==> config.mk <==
export PLATFORM = sky130hd
export DESIGN_NAME = ram_fifo_ctrl
export DESIGN_NICKNAME = d
export VERILOG_FILES = /design/src/rtl/ram_fifo_ctrl.sv
export SDC_FILE = /design/constraint.sdc
export NUM_CORES = 1
export LEC_CHECK = 0
export BUFFER_PORTS_ARGS = -buffer_cell sky130_fd_sc_hd__buf_2
export CAP_MARGIN = 25
export CELL_PAD_IN_SITES_DETAIL_PLACEMENT = 0
export CELL_PAD_IN_SITES_GLOBAL_PLACEMENT = 2
export CORE_ASPECT_RATIO = 1.2
export CORE_UTILIZATION = 26
export DETAILED_ROUTE_END_ITERATION = 10
export PLACE_DENSITY_LB_ADDON = 0.1
export SETUP_SLACK_MARGIN = 0.3
export SYNTH_ARGS = -nofsm -noshare
export SYNTH_HDL_FRONTEND = slang
export SYNTH_SLANG_ARGS = --single-unit
==> constraint.sdc <==
create_clock -name clk -period 2.26 [get_ports clk]
set_input_delay 0.113 -clock clk [delete_from_list [all_inputs] [get_ports clk]]
set_output_delay 0.113 -clock clk [all_outputs]
set_load 0.005 [all_outputs]
==> src/rtl/ram_fifo_ctrl.sv <==
// ram_fifo_ctrl: pointer/flag controller for a FIFO backed by an external dual-port RAM with async read
module ram_fifo_ctrl #(
  parameter int AW = 3,
  parameter int DW = 3
) (
  input  logic          clk,
  input  logic          rst,
  input  logic          push,
  input  logic [DW-1:0] din,
  input  logic          pop,
  output logic [DW-1:0] dout,
  output logic          dout_valid,
  output logic          full,
  output logic          empty,
  output logic [AW:0]   count,
  output logic          overflow,
  output logic          underflow,
  output logic          ram_we,
  output logic [AW-1:0] ram_waddr,
  output logic [DW-1:0] ram_wdata,
  output logic [AW-1:0] ram_raddr,
  input  logic [DW-1:0] ram_rdata
);
  logic [AW:0] wptr_q, wptr_d, rptr_q, rptr_d;
  logic [DW-1:0] dout_q, dout_d;
  logic valid_q, valid_d, ovf_q, ovf_d, unf_q, unf_d;
  logic push_ok, pop_ok;
  assign empty = wptr_q == rptr_q;
  assign full = (wptr_q[AW] != rptr_q[AW]) && (wptr_q[AW-1:0] == rptr_q[AW-1:0]);
  assign count = wptr_q - rptr_q;
  assign push_ok = push & ~full;
  assign pop_ok = pop & ~empty;
  assign ram_we = push_ok & ~rst;
  assign ram_waddr = wptr_q[AW-1:0];
  assign ram_wdata = din;
  assign ram_raddr = rptr_q[AW-1:0];
  assign dout = dout_q;
  assign dout_valid = valid_q;
  assign overflow = ovf_q;
  assign underflow = unf_q;
  always_comb begin
    wptr_d = rst ? '0 : wptr_q + {{AW{1'b0}}, push_ok};
    rptr_d = rst ? '0 : rptr_q + {{AW{1'b0}}, pop_ok};
    dout_d = rst ? '0 : pop_ok ? ram_rdata : dout_q;
    valid_d = ~rst & pop_ok;
    ovf_d = ~rst & push & full;
    unf_d = ~rst & pop & empty;
  end
  always_ff @(posedge clk) begin
    wptr_q <= wptr_d;
    rptr_q <= rptr_d;
    dout_q <= dout_d;
    valid_q <= valid_d;
    ovf_q <= ovf_d;
    unf_q <= unf_d;
  end
endmodule

==> metrics, run 1 <==
row count 20; H-tree depth 1; P&R area growth vs syn 26.5%; fill cell count 277; DP Wirelength 1030 um; largest net degree at the start of global routing 16; Worst-Margin Slew 0.325 ns; Clock Tree Buf Depth 2; global routing met1 resource utilization 11.7%; Total Routing Usage GR 10.3%; critical-path maximum fanout 4; initial drt markers 8; Synth Cell Area 732 um^2; Port Buffers 25; top cells by area, synth dfxtp_1 (38%), ha_1 (12%), buf_4 (9.2%); status completed; Cell Pwr Density 708 mW/mm^2; Startpoint Class register; kind of critical path reg2reg; Skew-Pair Late Insertion Delay 0.27 ns; peak supply drop 296 uV; CTS root buf clkbuf_4; ANT cells 0; area share of the largest cell type after synthesis 38.3%; Final nets 115; Max-Cap Viols 0; RSZ-0062 raised after global routing no; Hold/Removal Path Class in2reg; Fin Clk Skew 0.00178 ns; Syn Area/Cell 9.89 um^2; Final Hold Fails 0; CTS tree yes; first-pass GRT wire length 2210 um; crit share post-route 80.1%; die width 50.4 um; fraction of layout cells with a size suffix above 1 41.1%; f_max 552 MHz; core area 0.00260 mm^2; fin area 926 um^2; final wirelength 1380 um; Min Clock Period, post-route 1.81 ns; Synth Register Bits 14; vias in the first global route 495; commonest non-fill, non-tap cells in the layout buf_2 (25), dfxtp_1 (13), nor2_1 (9), inv_1 (8), nor2b_1 (5); GR Util met2 16.4%; CTS Sinks 14; initial antenna violation count 0; Hold Buf Count CTS 0; Syn. warnings 0; Leakage 0.482 nW; Synth Net Count 92; DRT antenna net count 0; CTS Buf Count 3; crit path DAT 1.97 ns; IO Pins 32; Die Ht 60.1 um; Initial Util 28.1%; sequential fraction of the synthesis area 38.3%; Placer Congestion 0.761; vias per cell 4.09; vias 524; met3 Resource Use GR 2.29%; DP Area 842 um^2; relative slew slack 78.3%; WP data required 2.42 ns; drt wl/cell 10.8 um; GR Overflow Total 0; commonest non-fill, non-tap cell in the layout buf_2; Register-to-Register Path Depth 8; Finish-stage setup viols 0; clock slew at reported path FFs 0.08 ns; cells after synthesis 74; Synth area leader dfxtp_1; grt peak-use layer met2; setup tns final 0 ns; Slew Viols, Final 0; crit end category register; DRC viols 0; Hold Path Depth 3; Netlist cell types 20; die area 0.00303 mm^2; Initial DRT Pass Iterations 4
## power breakdown
| part | leakage [nW] | internal (mW) | total, mW | switching (mW) |
|---|---|---|---|---|
| logic | 0.353 | 0.128 | 0.234 | 0.105 |
| registers | 0.115 | 0.269 | 0.285 | 0.0168 |
| clock network | 0.0138 | 0.0616 | 0.137 | 0.0755 |
## per-stage QoR
stage | hold slack [ns] | utilization (%) | std cells | total power, mW | setup slack [ns]
after floorplan | 0.185 | - | 74 | 0.428 | 0.366
after global placement | 0.226 | 32.4 | 124 | 0.502 | 0.289
after detailed placement | 0.226 | 32.4 | 124 | 0.502 | 0.213
after CTS | 0.0585 | 33.5 | 127 | 0.651 | 0.317
after global routing | 0.0614 | 35.6 | 128 | 0.712 | 0.301
final | 0.0702 | 35.6 | 128 | 0.656 | 0.449
## routing by layer
layer	part of all wire [%]	vias to the layer above
met5	0	-
met2	47	21
met3	7.1	2
li1	-	269
met4	1.3	0
met1	44	232
## state kept, by name, indices dropped and copies added, names as in the netlist
signal and count:
rptr_q 4, wptr_q 4, dout 3, dout_valid 1
overflow 1, underflow 1
## Yosys cell counts
cell type,n
buf_4,9
ha_1,7
o21ai_4,1
xnor2_1,3
clkbuf_1,1
xor2_1,3
inv_1,8
and2b_4,1
fa_1,1
nor2b_1,5
nor3b_1,1
nor2_1,9
mux2i_1,3
dfxtp_1,14
and3b_1,1
a21oi_1,1
nand3_1,3
nor4b_1,1
xor2_2,1
a21o_1,1
## logic make-up after synthesis
| logic type | count (synthesis) | share of synthesized area (%) |
|---|---|---|
| and+or+nand+nor | 21 | 15.7 |
| buffers and inverters | 18 | 13.8 |
| DFF | 14 | 38.3 |
| adders and majority gates | 8 | 14.7 |
| xor gates and xnor gates | 7 | 9.40 |
| AOI/OAI and AO/OA | 3 | 3.93 |
| muxes | 3 | 4.10 |
## timing repair
| action | 4_1_cts | 5_1_grt |
|---|---|---|
| pin swaps | 0 | 1 |
| endpoints found under the hold margin | 0 | 0 |
| setup endpoints to repair | 4 | 3 |
| resized for setup | 2 | 5 |
| buffers inserted | 0 | 1 |
## worst max-delay path: stages (launching register included)
cell	delay (ns)
dfxtp_1	0.35
inv_1	0.08
ha_4	0.28
nand3_4	0.09
and2b_4	0.28
nor2b_1	0.05
ha_1	0.19
ha_1	0.26
nor2b_1	0.12
## final cells by class
| type | count | area [um^2] | share of cell area, % |
|---|---|---|---|
| multi-input cells | 42 | 400 | 43.2 |
| flip-flops and latches | 14 | 284 | 30.7 |
| well taps | 33 | 41.3 | 4.46 |
| inverters | 8 | 30.0 | 3.24 |
| clock buffers | 3 | 22.5 | 2.43 |
| repair buffers | 28 | 148 | 15.9 |
## worst paths after layout
check                             from              endpoint  slack (ns)
setup / recovery  wptr_q[0]$_SDFF_PP0_  wptr_q[1]$_SDFF_PP0_        0.45
hold reg to reg   dout[2]$_SDFFE_PP0N_  dout[2]$_SDFFE_PP0N_        0.50
setup reg to reg  wptr_q[0]$_SDFF_PP0_  wptr_q[1]$_SDFF_PP0_        0.45
hold / removal            ram_rdata[2]  dout[2]$_SDFFE_PP0N_        0.07
No activity file was read; power rests on OpenSTA's default activity.
==> inputs of run 2 (changes only) <==
Settings changed: ABC_AREA from default to 1, CORE_UTILIZATION 26 to 22.
Clock period 2.26 ns to 1.65 ns, I/O delays scaled along.
==> metrics, run 2 <==
Placer Congestion 0.686 (was 0.761); post-synthesis async set-or-reset flop share 0% (unchanged); ANT cells 0 (unchanged); Clock Tree Buf Depth 2 (unchanged); commonest non-fill, non-tap cell in the layout buf_2 (unchanged); P&R area growth vs syn 67.9% (was 26.5%); Synth Net Count 114 (was 92); Synth area leader dfxtp_1 (unchanged); most frequent cell after synthesis inv_1 (was dfxtp_1); Final Hold Fails 0 (unchanged); Post-synth top cells inv_1 (18), dfxtp_1 (14), nor2_1 (13) (was dfxtp_1 (14), buf_4 (9), nor2_1 (9)); WP data required 1.57 ns (was 2.42 ns); Syn. warnings 0 (unchanged); Post-synth EDFFs 0 (unchanged); Final nets 151 (was 115); drt wl/cell 11.3 um (was 10.8 um); vias 687 (was 524); H-tree depth 1 (unchanged); Finish-stage setup viols 0 (unchanged); Initial Util 23.2% (was 28.1%); area share of the largest cell type after synthesis 36.2% (was 38.3%); vias in the first global route 645 (was 495); Total Routing Usage GR 11.0% (was 10.3%); Synth Cell Area 774 um^2 (was 732 um^2); clock slew at reported path FFs 0.06 ns (was 0.08 ns); crit share post-route 94.8%; die area 0.00376 mm^2 (was 0.00303 mm^2); Worst-Margin Slew 0.204 ns (was 0.325 ns); Hold/Removal Path Class in2reg (unchanged); CTS Sinks 14 (unchanged); Syn Area/Cell 8.07 um^2 (was 9.89 um^2); cells after synthesis 96 (was 74); RSZ-0062 raised after global routing yes (was no); Synth Register Bits 14 (unchanged); Cell Pwr Density 1040 mW/mm^2 (was 708 mW/mm^2); Slew Viols, Final 0 (unchanged); top cells by area, synth dfxtp_1 (36%), ha_1 (11%), buf_4 (9.7%) (was dfxtp_1 (38%), ha_1 (12%), buf_4 (9.2%)); GR Overflow Total 0 (unchanged); critical-path maximum fanout 3 (was 4); vias per cell 4.07 (was 4.09); Die Ht 67.0 um (was 60.1 um); Util after Layout 38.9% (was 35.6%); core area 0.00334 mm^2 (was 0.00260 mm^2); f_max 639 MHz; fraction of layout cells with a size suffix above 1 70.5% (was 41.1%); setup slack, reg-to-reg 0.09 ns (was 0.45 ns); crit path DAT 1.48 ns (was 1.97 ns); initial drt markers 9 (was 8); Initial DRT Pass Iterations 2 (was 4); Fin Clk Skew 0.00237 ns (was 0.00178 ns); sequential fraction of the synthesis area 36.2% (was 38.3%); Max-Cap Viols 0 (unchanged); DP Wirelength 1420 um (was 1030 um); relative slew slack 86.3% (was 78.3%); CTS Buf Count 3 (unchanged); status completed (unchanged); Main synth FF type dfxtp_1 (unchanged); setup tns final 0 ns (unchanged); initial antenna violation count 0 (unchanged); row count 23 (was 20); DRC viols 0 (unchanged); peak supply drop 447 uV (was 296 uV); Min Hold Slack 0.105 ns (was 0.0702 ns); Port Buffers 25 (unchanged); final wirelength 1910 um (was 1380 um); IO Pins 32 (unchanged); Netlist cell types 19 (was 20); crit end category primary output (was register); first-pass GRT wire length 3020 um (was 2210 um); DRT antenna net count 0 (unchanged); Leakage 0.593 nW (was 0.482 nW); CTS tree yes (unchanged); Skew-Pair Late Insertion Delay 0.25 ns (was 0.27 ns); Startpoint Class register (unchanged); Hold Buf Count CTS 0 (unchanged); CTS root buf clkbuf_8 (was clkbuf_4); commonest non-fill, non-tap cells in the layout buf_2 (24), buf_4 (12), inv_2 (9), dfxtp_1 (9) (was buf_2 (25), dfxtp_1 (13), nor2_1 (9), inv_1 (8), nor2b_1 (5)); fill cell count 352 (was 277); die width 56.2 um (was 50.4 um); kind of critical path reg2out (was reg2reg); Min Clock Period, post-route 1.56 ns; largest net degree at the start of global routing 9 (was 16)
==> run 2: cell types whose count changed in the layout (fill, tap and decap cells not counted), sizes merged, moves of 5 or more <==
cell	previous run	this run
a21oi	1	6
buf	28	42
inv	8	19
nand2	0	11
nor2	9	14
nor2b	5	0
==> run 2: cell families after synthesis <==
kind of cell | Yosys count | synth area share [%]
AND/OR/NAND/NOR | 32 | 20.7
XOR/XNOR | 4 | 4.52
buffers and inverters | 29 | 18.9
flip-flops | 14 | 36.2
adder cells (fa/ha/maj) | 8 | 13.9
AO/OA/AOI/OAI | 9 | 5.82
==> run 2: through the flow <==
step	setup slack [ns]	cells	power [mW]	area, um^2
6_report	0.0855	169	1.35	1300
5_1_grt	0.00117	169	1.46	1300
4_1_cts	0.0147	165	1.25	1180
3_5_place_dp	0.0234	156	0.832	1010
3_3_place_gp	0.0249	156	0.831	1010
2_1_floorplan	0.0381	96	0.683	852
==> run 2: path summary, 6_finish.rpt <==
path                   startpoint              endpoint  cells past startpoint
min                           rst  wptr_q[1]$_SDFF_PP0_                      2
min reg2reg  dout[2]$_SDFFE_PP0N_  dout[2]$_SDFFE_PP0N_                      2
max          wptr_q[0]$_SDFF_PP0_                ram_we                      8
max reg2reg  wptr_q[0]$_SDFF_PP0_  wptr_q[2]$_SDFF_PP0_                      9
==> run 2: layout make-up <==
| type | count | area, um^2 | share of cell area, % |
|---|---|---|---|
| Multi-Input combinational cell | 53 | 559 | 43.0 |
| Sequential cell | 14 | 289 | 22.2 |
| Timing Repair Buffer | 42 | 282 | 21.7 |
| Inverter | 19 | 78.8 | 6.06 |
| Tap cell | 37 | 46.3 | 3.56 |
| Clock buffer | 4 | 45.0 | 3.46 |
==> run 2: layer usage <==
layer | vias to the layer above | track usage (%) | wire length [um]
li1 | 359 | - | -
met1 | 302 | 12.7 | 786
met2 | 22 | 19.0 | 978
met3 | 4 | 1.94 | 108
met4 | 0 | 6.40 | 35
met5 | - | 0 | 0
==> run 2: critical path, stage by stage, from the launching register on <==
cell	delay, ns
dfxtp_2	0.33
inv_2	0.04
ha_4	0.28
inv_6	0.04
nor3_4	0.19
buf_4	0.14
buf_6	0.09
nor2_2	0.02
buf_2	0.11
==> run 2: timing repair <==
action | CTS | global route
gates resized for setup | 24 | 21
setup buffers | 5 | 4
pin swaps | 11 | 14
endpoints found under the setup margin | 16 | 17
==> run 2: where the power goes <==
part | internal [mW] | switching (mW) | leakage [nW] | total (mW)
logic | 0.351 | 0.295 | 0.453 | 0.647
registers | 0.378 | 0.0271 | 0.117 | 0.406
clock network | 0.171 | 0.128 | 0.0228 | 0.299
total | 0.901 | 0.450 | 0.593 | 1.35
==> inputs of run 3 (changes only) <==
Settings changed: GPL_TIMING_DRIVEN from default to 0.
==> metrics, run 3 (synthesis gave the netlist of run 2 again) <==
final wirelength 1890 um (was 1910 um); worst stage delay on the critical path 0.36 ns (was 0.33 ns); Buf/Inv on CP 3 (was 5); min-delay src rst (unchanged); CTS tree yes (unchanged); fraction of layout cells with a size suffix above 1 71.7% (was 70.5%); status completed (unchanged); Fin Clk Skew 0.00222 ns (was 0.00237 ns); crit path DAT 1.52 ns (was 1.48 ns); Min Hold Slack 0.0810 ns (was 0.105 ns); drt wl/cell 10.4 um (was 11.3 um); setup slack, reg-to-reg 0.06 ns (was 0.09 ns); initial drt markers 9 (unchanged); Util after Layout 42.2% (was 38.9%); vias per cell 4.03 (was 4.07); relative slew slack 84.5% (was 86.3%); GR Overflow Total 0 (unchanged); Finish-stage setup viols 0 (unchanged); Final WS setup 0.0504 ns (was 0.0855 ns); Startpoint Class register (unchanged); Slowest-stage cell, CP dfxtp_4 (was dfxtp_2); Slew Viols, Final 0 (unchanged); Worst-Margin Slew 0.230 ns (was 0.204 ns); commonest non-fill, non-tap cells in the layout buf_2 (25), buf_4 (20), nor2_1 (12), inv_2 (10), buf_6 (9) (was buf_2 (24), buf_4 (12), inv_2 (9), dfxtp_1 (9)); clock slew at reported path FFs 0.06 ns (about the same); Cell Pwr Density 1040 mW/mm^2 (about the same); peak supply drop 550 uV (was 447 uV); IO Pins 32 (unchanged); vias in the first global route 732 (was 645); ANT cells 0 (unchanged); Hold Path Depth 2 (unchanged); commonest non-fill, non-tap cell in the layout buf_2 (unchanged); Clock Tree Buf Depth 2 (unchanged); WP data required 1.57 ns (about the same); core area 0.00334 mm^2 (unchanged); CP Launch Point rptr_q[2]$_SDFF_PP0_ (was wptr_q[0]$_SDFF_PP0_); Final nets 164 (was 151); DRT antenna net count 0 (unchanged); RSZ-0062 raised after global routing yes (unchanged); Final Hold Fails 0 (unchanged); largest net degree at the start of global routing 9 (unchanged); Hold Buf Count CTS 0 (unchanged); CTS root buf clkbuf_8 (unchanged); H-tree depth 1 (unchanged); die area 0.00376 mm^2 (unchanged); kind of critical path reg2out (unchanged); die width 56.2 um (unchanged); first-pass GRT wire length 3190 um (was 3020 um); Min Clock Period, post-route 1.60 ns (was 1.56 ns); Leakage 0.655 nW (was 0.593 nW); f_max 625 MHz (was 639 MHz); P&R area growth vs syn 81.7% (was 67.9%); crit share post-route 96.9% (was 94.8%); Port Buffers 27 (was 25); setup tns final 0 ns (unchanged); critical-path maximum fanout 2 (was 3); Placer Congestion 0.701 (was 0.686); initial antenna violation count 0 (unchanged); reg2reg end rptr_q[2]$_SDFF_PP0_ (was wptr_q[2]$_SDFF_PP0_); Register-to-Register Path Depth 10 (was 9); Initial Util 23.2% (unchanged); Hold Path End rptr_q[0]$_SDFF_PP0_ (was wptr_q[1]$_SDFF_PP0_); vias 733 (was 687); CTS Sinks 14 (unchanged); Max-Cap Viols 0 (unchanged); CP top delay family flip-flops (was buffers and inverters); DRC viols 0 (unchanged); Total Routing Usage GR 11.3% (was 11.0%); Place WS -0.0744 ns (was 0.0234 ns); Initial DRT Pass Iterations 2 (unchanged); FF-to-FF Start wptr_q[1]$_SDFF_PP0_ (was wptr_q[0]$_SDFF_PP0_); CP Cell Sequence inv_4, ha_4, buf_4, a21oi_4, o21ai_4, xor2_1, buf_2 (was inv_2, ha_4, inv_6, nor3_4, buf_4, buf_6, nor2_2, buf_2); DP Wirelength 1320 um (was 1420 um); CTS Buf Count 3 (unchanged); Stages on worst setup path 7 (was 8); Hold/Removal Path Class in2reg (unchanged); Skew-Pair Late Insertion Delay 0.24 ns (was 0.25 ns); Die Ht 67.0 um (unchanged); crit end category primary output (unchanged); row count 23 (unchanged)
-- run 3: cell type report --
cell class / count / area [um^2]
multi-input cells: 53 / 546
fillers: 347 / 1930
repair buffers: 45 / 317
inverters: 19 / 78.8
plain buffers: 10 / 75.1
flip-flops and latches: 14 / 300
well taps: 37 / 46.3
clock buffers: 4 / 45.0
-- run 3: worst max-delay path by stage --
| stage | to | slack, ns |
|---|---|---|
| floorplan | rptr_q[2]$_SDFF_PP0_ | 0.04 |
| global placement | rptr_q[2]$_SDFF_PP0_ | -0.07 |
| finish | count[3] | 0.05 |
| global route | count[3] | -0.03 |
| detailed placement | rptr_q[2]$_SDFF_PP0_ | -0.07 |
| CTS | wptr_q[2]$_SDFF_PP0_ | -0.02 |
-- run 3: what timing repair did --
item	CTS	global route
pin swaps	21	19
setup buffers	12	6
resized for setup	36	16
setup endpoints to repair	14	19
-- run 3: stage by stage --
stage               cells  total power, mW  area [um^2]
global placement      160            0.811         1030
floorplan              96            0.683          852
detailed placement    160            0.821         1030
finish                182             1.46         1410
global route          182             1.56         1410
CTS                   176             1.37         1290
-- run 3: metal layers --
layer	wire length [um]	track usage [%]
met5	0	0
met4	41	6.40
met3	92	1.94
met2	999	21.6
met1	754	11.7
-- run 3: where the power goes --
part           internal [mW]  switching, mW
sequential             0.379         0.0349
clock                  0.171          0.123
combinational          0.445          0.307
